`src/rtl/trivium_pkg.sv`:
```
// Shared types and constants for the Trivium keystream packer.
package trivium_pkg;

  typedef enum logic [2:0] {
    IDLE,
    LOAD,
    WARMUP,
    COLLECT,
    DONE
  } packer_state_t;

  localparam int unsigned TRIVIUM_KEY_W       = 80;
  localparam int unsigned TRIVIUM_IV_W        = 80;
  localparam int unsigned TRIVIUM_WARMUP_BITS = 1152;

endpackage

```
`src/rtl/ks_shift_reg.sv`:
```
// Shift-in register: new beat enters at the LSB end, oldest bits drift to the MSB.
// 'shifted' is the value the register takes on an enabled edge, so a caller can
// capture the completed word on the same edge as the final shift.
module ks_shift_reg #(
  parameter int unsigned Width  = 64,
  parameter int unsigned ShiftW = 1
) (
  input  logic              clk,
  input  logic              rst,
  input  logic              clr,
  input  logic              en,
  input  logic [ShiftW-1:0] din,
  output logic [Width-1:0]  shifted
);

  logic [Width-1:0] sh_q;

  // Next value with the new beat appended; a single-beat word is just the beat.
  if (Width == ShiftW) begin : g_full_beat
    assign shifted = din;
  end else begin : g_partial_beat
    assign shifted = {sh_q[Width-ShiftW-1:0], din};
  end

  // Register update: clear has priority over shifting.
  always_ff @(posedge clk or posedge rst) begin
    if (rst) begin
      sh_q <= '0;
    end else if (clr) begin
      sh_q <= '0;
    end else if (en) begin
      sh_q <= shifted;
    end
  end

endmodule

```
`src/rtl/trivium_keystream_packer.sv`:
```
// Sequences a Trivium core through load and warm-up, then packs the next
// DATA_WIDTH keystream bits into one block and holds it with end_block.
module trivium_keystream_packer
  import trivium_pkg::*;
#(
  parameter int unsigned DATA_WIDTH     = 64,
  parameter int unsigned BITS_PER_CYCLE = 1,
  parameter int unsigned WARMUP_BITS    = TRIVIUM_WARMUP_BITS
) (
  input  logic                      clk,
  input  logic                      rst,
  input  logic                      start_i,
  input  logic [BITS_PER_CYCLE-1:0] ks_i,
  input  logic                      ks_valid_i,
  output logic                      core_load_o,
  output logic                      core_en_o,
  output logic [DATA_WIDTH-1:0]     block_o,
  output logic                      end_block
);

  localparam int unsigned WarmBeats = WARMUP_BITS / BITS_PER_CYCLE;
  localparam int unsigned CollBeats = DATA_WIDTH / BITS_PER_CYCLE;
  localparam int unsigned MaxBeats  = (WarmBeats > CollBeats) ? WarmBeats : CollBeats;
  localparam int unsigned CntW      = $clog2(MaxBeats + 1);
  localparam logic [CntW-1:0] WarmLast = CntW'(WarmBeats - 1);
  localparam logic [CntW-1:0] CollLast = CntW'(CollBeats - 1);

  if (BITS_PER_CYCLE == 0 || DATA_WIDTH < BITS_PER_CYCLE ||
      (DATA_WIDTH % BITS_PER_CYCLE) != 0) begin : g_bad_data_width
    $error("DATA_WIDTH must be a non-zero multiple of BITS_PER_CYCLE");
  end
  if (BITS_PER_CYCLE == 0 || WARMUP_BITS < BITS_PER_CYCLE ||
      (WARMUP_BITS % BITS_PER_CYCLE) != 0) begin : g_bad_warmup
    $error("WARMUP_BITS must be a non-zero multiple of BITS_PER_CYCLE");
  end

  packer_state_t             state_q, state_d;
  logic [CntW-1:0]           cnt_q, cnt_d;
  logic                      sh_clr, sh_en, blk_clr, blk_load;
  logic [DATA_WIDTH-1:0]     sh_next;
  logic [DATA_WIDTH-1:0]     block_q;
  logic                      end_q;

  ks_shift_reg #(
    .Width  (DATA_WIDTH),
    .ShiftW (BITS_PER_CYCLE)
  ) u_shreg (
    .clk     (clk),
    .rst     (rst),
    .clr     (sh_clr),
    .en      (sh_en),
    .din     (ks_i),
    .shifted (sh_next)
  );

  // State and beat counter registers.
  always_ff @(posedge clk or posedge rst) begin
    if (rst) begin
      state_q <= IDLE;
      cnt_q   <= '0;
    end else begin
      state_q <= state_d;
      cnt_q   <= cnt_d;
    end
  end

  // Next-state, counter control and Moore core controls.
  always_comb begin
    state_d     = state_q;
    cnt_d       = cnt_q;
    sh_clr      = 1'b0;
    sh_en       = 1'b0;
    blk_clr     = 1'b0;
    blk_load    = 1'b0;
    core_load_o = 1'b0;
    core_en_o   = 1'b0;
    unique case (state_q)
      IDLE, DONE: begin
        // Clearing on the way into LOAD makes the old block vanish the same
        // cycle the load pulse appears.
        if (start_i) begin
          state_d = LOAD;
          cnt_d   = '0;
          sh_clr  = 1'b1;
          blk_clr = 1'b1;
        end
      end
      LOAD: begin
        core_load_o = 1'b1;
        cnt_d       = '0;
        sh_clr      = 1'b1;
        state_d     = WARMUP;
      end
      WARMUP: begin
        core_en_o = 1'b1;
        if (ks_valid_i) begin
          if (cnt_q == WarmLast) begin
            cnt_d   = '0;
            state_d = COLLECT;
          end else begin
            cnt_d = cnt_q + 1'b1;
          end
        end
      end
      COLLECT: begin
        core_en_o = 1'b1;
        if (ks_valid_i) begin
          sh_en = 1'b1;
          if (cnt_q == CollLast) begin
            cnt_d    = '0;
            blk_load = 1'b1;
            state_d  = DONE;
          end else begin
            cnt_d = cnt_q + 1'b1;
          end
        end
      end
      default: state_d = IDLE;
    endcase
  end

  // Output block: only ever zero or a completed word.
  always_ff @(posedge clk or posedge rst) begin
    if (rst) begin
      block_q <= '0;
      end_q   <= 1'b0;
    end else if (blk_clr) begin
      block_q <= '0;
      end_q   <= 1'b0;
    end else if (blk_load) begin
      block_q <= sh_next;
      end_q   <= 1'b1;
    end
  end

  assign block_o   = block_q;
  assign end_block = end_q;

endmodule

```
`config.mk`:
```
export PLATFORM = sky130hd
export DESIGN_NAME = trivium_keystream_packer
export DESIGN_NICKNAME = d
export VERILOG_FILES = /design/src/rtl/trivium_pkg.sv /design/src/rtl/ks_shift_reg.sv /design/src/rtl/trivium_keystream_packer.sv
export SDC_FILE = /design/constraint.sdc
export NUM_CORES = 1
export LEC_CHECK = 0
export ABC_AREA = 1
export BUFFER_PORTS_ARGS = -buffer_cell sky130_fd_sc_hd__buf_2
export CAP_MARGIN = 20
export CORE_ASPECT_RATIO = 1.2
export CORE_MARGIN = 2
export CORE_UTILIZATION = 40
export DETAILED_ROUTE_END_ITERATION = 8
export GPL_TIMING_DRIVEN = 0
export SLEW_MARGIN = 20
export SYNTH_ARGS = -nofsm -noshare
export SYNTH_HDL_FRONTEND = slang
export SYNTH_SLANG_ARGS = --single-unit
```
`constraint.sdc`:
```
create_clock -name clk -period 6.1 [get_ports clk]
set_clock_uncertainty 0.2 [all_clocks]
set_input_delay 0.915 -clock clk [delete_from_list [all_inputs] [get_ports clk]]
set_output_delay 0.915 -clock clk [all_outputs]
set_load 0.01 [all_outputs]
```
**After elaboration in Yosys (flattened, before gate mapping)**

Cells that the tools add are included.

- Mux-type cells: 28
- Eq/ne operators: 11
- Reduce and logical (&&, ||, !) cells: 8
- $add $sub $neg: 1

Operators with widths:

| operator | count |
|---|---|
| $mux 64 | 2 |
| $mux 63 | 2 |
| $mux 11 | 5 |
| $pmux 11 s4 | 1 |
| $mux 3 | 5 |
| $pmux 3 s4 | 1 |
| $add 11x1->11 const B | 1 |
| $eq 11x11->1 const B | 1 |
| $eq 11x6->1 const B | 1 |
| $mux 1 | 11 |
| $ne 2x2->1 const B | 5 |
| $eq 3x2->1 const B | 2 |
| $reduce_and 5->1 | 1 |
| $reduce_and 4->1 | 1 |
| $reduce_bool 2->1 | 2 |
| $reduce_bool 4->1 | 1 |
| $reduce_or 2->1 | 2 |
| $eq 3x1->1 const B | 1 |
| $eq 3x3->1 const B | 1 |
| $logic_not 3->1 | 1 |
| $pmux 1 s2 | 1 |

- Flip-flop bits (word level): 142
- Bits of input ports: 5
- Logic and storage cells: 53
- Output and inout bits: 67

**Longest topological paths before layout**

Gate-level depths: netlist of run 1.

- Depth after elaboration: 6
- Mapped depth: 10

**By module**

A second synthesis of run 1 with hierarchy kept.

- Cell total of the unflattened synthesis: 693
- Area, all modules: 6822.8 um2

By module, submodules not included:

| module | area each (um2) | cells an instance | sequential area each (um2) | times used |
|---|---|---|---|---|
| trivium_keystream_packer | 4211.5 | 418 | 1976.9 | 1 |
| ks_shift_reg | 2611.3 | 275 | 1576.5 | 1 |

**Worst setup path before layout of run 1**

OpenSTA, ideal clock, no wires.

- Path type: in2reg
- Start point: input port start_i
- End point: register block_q[10], in the netlist block_o[10]
- Slack: 4190 ps
- Stages on the path: 5
- Buffers on the path: 2
- Data required time: 5826 ps
- Arrival: 1636 ps
- Cell sequence: nand2_1 -> buf_2 -> buf_1 -> nand3_1 -> o21ai_2

- Cells in the longest elaborated chain, start to end: 3
- Elaborated cells on any way between the ends: 4
- Classes of those cells: mux (3); reduce/logical (1)

RTL lines:

| item | RTL line | source |
|---|---|---|
| from (decl) | trivium_keystream_packer.sv:12 | `input logic start_i,` |
| $mux 1 (*) | trivium_keystream_packer.sv:81 | `if (start_i) begin` |
| $mux 1 (*) | trivium_keystream_packer.sv:77 | `unique case (state_q)` |
| $mux 64 / $reduce_bool 2->1 (equally long branches) | -- |  |
| to (signal assigned) | trivium_keystream_packer.sv:131 | `block_q <= sh_next;` |
| to (decl) | trivium_keystream_packer.sv:41 | `logic [DATA_WIDTH-1:0] block_q;` |

Every way passes the cells marked *; elsewhere a longest branch is shown, timed or not.
A chain may end at the register's enable or synchronous reset.

**Worst setup path in the final report of run 1**

- Start point: register state_q[2]
- End point: output port core_load_o

- Cells in the longest elaborated chain, start to end: 2

RTL lines:

| item | RTL line | source |
|---|---|---|
| from (decl) | trivium_keystream_packer.sv:37 | `packer_state_t state_q, state_d;` |
| from (signal assigned) | trivium_keystream_packer.sv:62 | `state_q <= state_d;` |
| $eq 3x1->1 | trivium_keystream_packer.sv:77 |  |
| $mux 1 | trivium_keystream_packer.sv:77 |  |
| to (decl) | trivium_keystream_packer.sv:15 | `output logic core_load_o,` |

Every way passes these cells.

==> flow_metrics.tcl, run 1 <==
set metrics [dict create \
    status "completed" \
    worstReg2RegEnd "cnt_q[7]" \
    gp_congestion 0.775 \
    holdPathStages 2 \
    maxCapViolations 0 \
    drc 0 \
    timing.hold.ws_ps 281 \
    grt_max_degree 79 \
    fin_tns_setup_ps 0 \
    post_cts_buffers 0 \
    io_pins 72 \
    overflow 0 \
    syn_nets 586 \
    cts_tree "done" \
    grt_pass1_wl_mm 21.6 \
    rows 48 \
    syn_to_final_growth_pct 21.3 \
    hold_start "cnt_q[10]" \
    cp.arrival_ps 1290 \
    rsz0062_at_grt "false" \
    slew_headroom_pct 67.1 \
    r2r_start "cnt_q[0]" \
    fin_crit_ps 2410 \
    drt-pass1-iter-count 4 \
    power.density_nw_per_um2 309 \
    power.static_leakage_nw 3.52 \
    maxSlewViolCount 0 \
    syn_inst 580 \
    wl_met1_mm 5.64 \
    synth_edf_count 0 \
    vdd_ir_drop_max_mv 0.152 \
    maxUsedRoutingLayer "met4" \
    hp-class "flip-flop to flip-flop" \
    die_x_microns 114 \
    finalHoldViolations 0 \
    insertion_delay_ps 420 \
    yosysUniqueCellTypes 25 \
    ctsHoldBuffers 0 \
    drive_gt1_share_pct 23.8 \
    worst_setup_hold_path_clk_slew_ps 60 \
    ctsResizeCount 0 \
    async_flop_share_pct 100 \
    wl_per_cell_microns 15.1 \
    utilization_pct 49.4 \
    cts_made_buffers 17 \
    yosysSeqAreaShare_pct 60.8 \
    r2r_slack_ps 4080 \
    drtIter0Drc 214 \
    min_to "cnt_q[10]" \
    wl_met3_microns 565 \
    antenna_found_initial 0 \
    routed_wl_mm 12.9 \
    r2r_cells 8 \
    chipHeight_microns 136 \
    grt_pass1_vias 4461 \
    clock.fmax_ghz 0.415 \
    vias 4395 \
    yosysWarnings 0 \
    final_common_cell "dfrtp_1" \
    dieArea_sq_um 15600 \
    clock_sinks 142 \
    clockBufferDepth 2 \
    crit_fanout 5 \
    cts_root_buf "clkbuf_16" \
    layout_common_cells "dfrtp_1, inv_1, nand3_1, buf_2, o22ai_1" \
    num-nets-final 677 \
    drtAntennaViolNets 0 \
    ys.flop_type "dfrtp_1" \
    cp.required_ps 4980 \
    worstSetupPathType "flip-flop to primary output" \
    via_per_inst 5.12 \
    diodes 0 \
    end_kind "primary output" \
    start_util_pct 40.7 \
    htreeDepth 4 \
    core_area_sq_um 14400 \
    netlist_area_sq_um 5840 \
    dr_wl_met2_mm 6.50 \
    startpoint_type "flip-flop" \
    syn_area_per_cell_sq_um 10.1 \
    synth-seq-cells 142 \
    final.period_utilization_pct 39.5 \
    port_buffers 71 \
    finalSetupViolCount 0 \
    p_total_w 0.00219 \
    grtUsageTotal_pct 17.7 \
    worst_slew_pin_slew_ps 494 \
    hpwlAfterDp_mm 8.81 \
]
==> through the flow <==
stage | setup slack [ps] | area, sq um | cells
floorplan | 1180 | 5840 | 580
global placement | -229 | 6420 | 826
detailed placement | 3730 | 6450 | 827
CTS | 3670 | 7090 | 859
global route | 3610 | 7090 | 859
finish | 3690 | 7090 | 859
==> report_power, final <==
group | leakage (nW) | total, W | switching [W] | internal, W
Sequential | 1.96 | 0.000978 | 0.0000168 | 0.000961
Combinational | 1.26 | 0.000108 | 0.0000751 | 0.0000325
Clock | 0.300 | 0.00111 | 0.000389 | 0.000718
Total | 3.52 | 0.00219 | 0.000481 | 0.00171
==> synthesized netlist by cell type (8+ instances only) <==
master | number | share of area [%]
inv_1 | 92 | 5.9
buf_6 | 10 | 1.9
dfrtp_1 | 142 | 61
o21ai_0 | 12 | 1.0
o21ai_1 | 30 | 2.6
o21ai_2 | 30 | 4.5
buf_2 | 8 | 0.69
nor2_1 | 20 | 1.3
clkbuf_1 | 8 | 0.51
nand3_1 | 87 | 7.5
o22ai_1 | 63 | 6.7
nand2_1 | 53 | 3.4
==> worst max-delay path, stage by stage, from the launching register on <==
cell	delay (ps)
dfrtp_1	430
inv_1	110
nand3_1	150
inv_1	80
buf_2	120
==> flip-flops by register name, indices dropped and copies added (netlist names) <==
| name | flops |
|---|---|
| block_o | 64 |
| u_shreg.sh_q | 63 |
| cnt_q | 11 |
| state_q | 3 |
| end_block | 1 |
==> final cells by class <==
type | count | area (sq um)
Clock inverter | 9 | 156
Inverter | 92 | 353
Sequential cell | 142 | 3550
Buffer | 36 | 246
Timing Repair Buffer | 72 | 383
Multi-Input combinational cell | 310 | 1700
Fill cell | 1324 | 7270
Tap cell | 175 | 219
Clock buffer | 23 | 478
==> routing by layer <==
layer	up-vias	track usage, %
met5	-	0
met4	0	7.18
met3	19	4.19
met2	83	30.1
met1	2156	21.6
li1	2137	-
==> worst max-delay path by stage <==
| stage | from | slack [ps] | cells after the start | endpoint |
|---|---|---|---|---|
| 5_1_grt | state_q[2] | 3610 | 4 | core_en_o |
| 4_1_cts | state_q[2] | 3670 | 4 | core_load_o |
| 6_report | state_q[2] | 3690 | 4 | core_load_o |
| 3_5_place_dp | start_i | 3730 | 6 | block_o[9] |
| 2_1_floorplan | rst | 1180 | 1 | block_o[0] |
| 3_3_place_gp | rst | -230 | 2 | block_o[36] |
==> cell families after synthesis <==
group	synth area share [%]
simple gates	13.6
flops	60.8
compound gates	15.1
buf+inv	10.1
xor+xnor	0.150
fa+ha+maj	0.214
No activity file was read; power rests on OpenSTA's default activity.
==> inputs of run 2 (changes only) <==
==> constraint.sdc (replaced) <==
create_clock -name clk -period 2.4 [get_ports clk]
set_clock_uncertainty 0.2 [all_clocks]
set_input_delay 0.36 -clock clk [delete_from_list [all_inputs] [get_ports clk]]
set_output_delay 0.36 -clock clk [all_outputs]
set_load 0.01 [all_outputs]
==> flow_metrics.tcl, run 2 (synthesis results as in run 1) <==
set metrics [dict create \
    rsz0062_at_grt "false" \
    crit_fanout 6 \
    fin_crit_ps 2000 \
    die_x_microns 114 \
    slew_headroom_pct 64.1 \
    power.static_leakage_nw 3.50 \
    port_buffers 71 \
    drtAntennaViolNets 0 \
    cts_made_buffers 17 \
    maxCapViolations 0 \
    worst_setup_hold_path_clk_slew_ps 60 \
    nFillCells 1318 \
    drt-pass1-iter-count 4 \
    antenna_found_initial 0 \
    cts_root_buf "clkbuf_16" \
    ctsHoldBuffers 1 \
    final_common_cell "dfrtp_1" \
    min_to "u_shreg.sh_q[0]" \
    hold_start "ks_i" \
    clock.fmax_ghz 0.499 \
    diodes 0 \
    overflow 0 \
    cts_tree "done" \
    io_pins 72 \
    routed_wl_mm 12.8 \
    hp-class "input pin to flip-flop" \
    r2r_slack_ps 400 \
    holdPathStages 3 \
    grtUsageTotal_pct 17.5 \
    grt_pass1_vias 4401 \
    clock_sinks 142 \
    vias 4385 \
    gp_congestion 0.810 \
    place_worst_setup_slack_ps 416 \
    syn_to_final_growth_pct 20.7 \
    rows 48 \
    worstReg2RegEnd "cnt_q[7]" \
    post_cts_buffers 0 \
    worstSetupPathType "flip-flop to flip-flop" \
    layout_common_cells "dfrtp_1, inv_1, nand3_1, buf_2, o22ai_1" \
    vdd_ir_drop_max_mv 0.341 \
    ctsResizeCount 0 \
    dieArea_sq_um 15600 \
    clockBufferDepth 2 \
    finalSetupViolCount 0 \
    layout.cells.non_filler 861 \
    setup_slack_ps 396 \
    final.period_utilization_pct 83.5 \
    via_per_inst 5.09 \
    fin_tns_setup_ps 0 \
    power.density_nw_per_um2 713 \
    r2r_start "cnt_q[1]" \
    maxSlewViolCount 0 \
    htreeDepth 4 \
    startpoint_type "flip-flop" \
    status "completed" \
    place_inst 831 \
    r2r_cells 8 \
    end_kind "flip-flop" \
    cp.arrival_ps 2090 \
    chipHeight_microns 136 \
    cp.required_ps 2480 \
    worst_slew_pin_slew_ps 537 \
    insertion_delay_ps 410 \
    wl_per_cell_microns 14.9 \
    core_area_sq_um 14400 \
    largest_reg_flops 64 \
    hpwlAfterDp_mm 9.15 \
    start_util_pct 40.7 \
    grt_pass1_wl_mm 21.5 \
    drc 0 \
    grt_max_degree 35 \
    finalHoldViolations 0 \
    drive_gt1_share_pct 23.8 \
    timing.hold.ws_ps 27.9 \
    drtIter0Drc 173 \
    num-nets-final 682 \
]
-- run 2: cell types whose count changed in the layout (fill, tap and decap cells not counted), sizes merged --
cell / delta
bufinv: -4
dlygate4sd3: +1
inv: -2
clkbuf: -1
clkinv: +4
buf: +4
-- run 2: worst max path at each step --
stage | start | to | slack (ps) | cells past startpoint
floorplan | rst | block_o[0] | 60 | 1
global placement | rst | block_o[32] | -750 | 2
detailed placement | cnt_q[1] | cnt_q[7] | 420 | 8
CTS | state_q[0] | u_shreg.sh_q[62] | 400 | 7
global route | state_q[0] | u_shreg.sh_q[62] | 250 | 7
finish | cnt_q[1] | cnt_q[7] | 400 | 8
-- run 2: final cells by class --
type                            count  area [sq um]  area share [%]
Clock buffer                       22           454            6.44
Timing Repair Buffer               77           488            6.92
Tap cell                          175           219            3.10
Buffer                             36           246            3.49
Clock inverter                      7          43.8           0.621
Multi-Input combinational cell    310          1700            24.1
Inverter                           92           349            4.95
Sequential cell                   142          3550            50.4
-- run 2: power by group --
group / switching [W] / leakage (nW) / internal (W)
logic: 0.000196 / 1.30 / 0.0000986
clock network: 0.000924 / 0.241 / 0.00132
registers: 0.0000481 / 1.96 / 0.00244
-- run 2: per-layer routing --
layer | global-route usage, % | vias up | share of wire, %
met3 | 4.24 | 12 | 3.4
li1 | - | 2142 | -
met5 | 0 | - | 0
met2 | 29.2 | 66 | 51
met4 | 6.10 | 0 | 1.1
met1 | 22.3 | 2165 | 44
-- run 2: worst max-delay path, stage by stage (launching register included) --
cell,delay [ps]
dfrtp_1,400
ha_1,250
inv_1,70
nor2_1,210
nand3_1,110
nand2_1,120
nand2_1,200
nor2_1,230
nor2_1,90
-- run 2: through the flow --
| stage | utilization, % | instance area (sq um) | total power, W |
|---|---|---|---|
| floorplan | - | 5850 | 0.00273 |
| global placement | 44.7 | 6420 | 0.00279 |
| detailed placement | 45.6 | 6550 | 0.00282 |
| CTS | 49.1 | 7050 | 0.00508 |
| global route | 49.1 | 7050 | 0.00525 |
| finish | 49.1 | 7050 | 0.00503 |
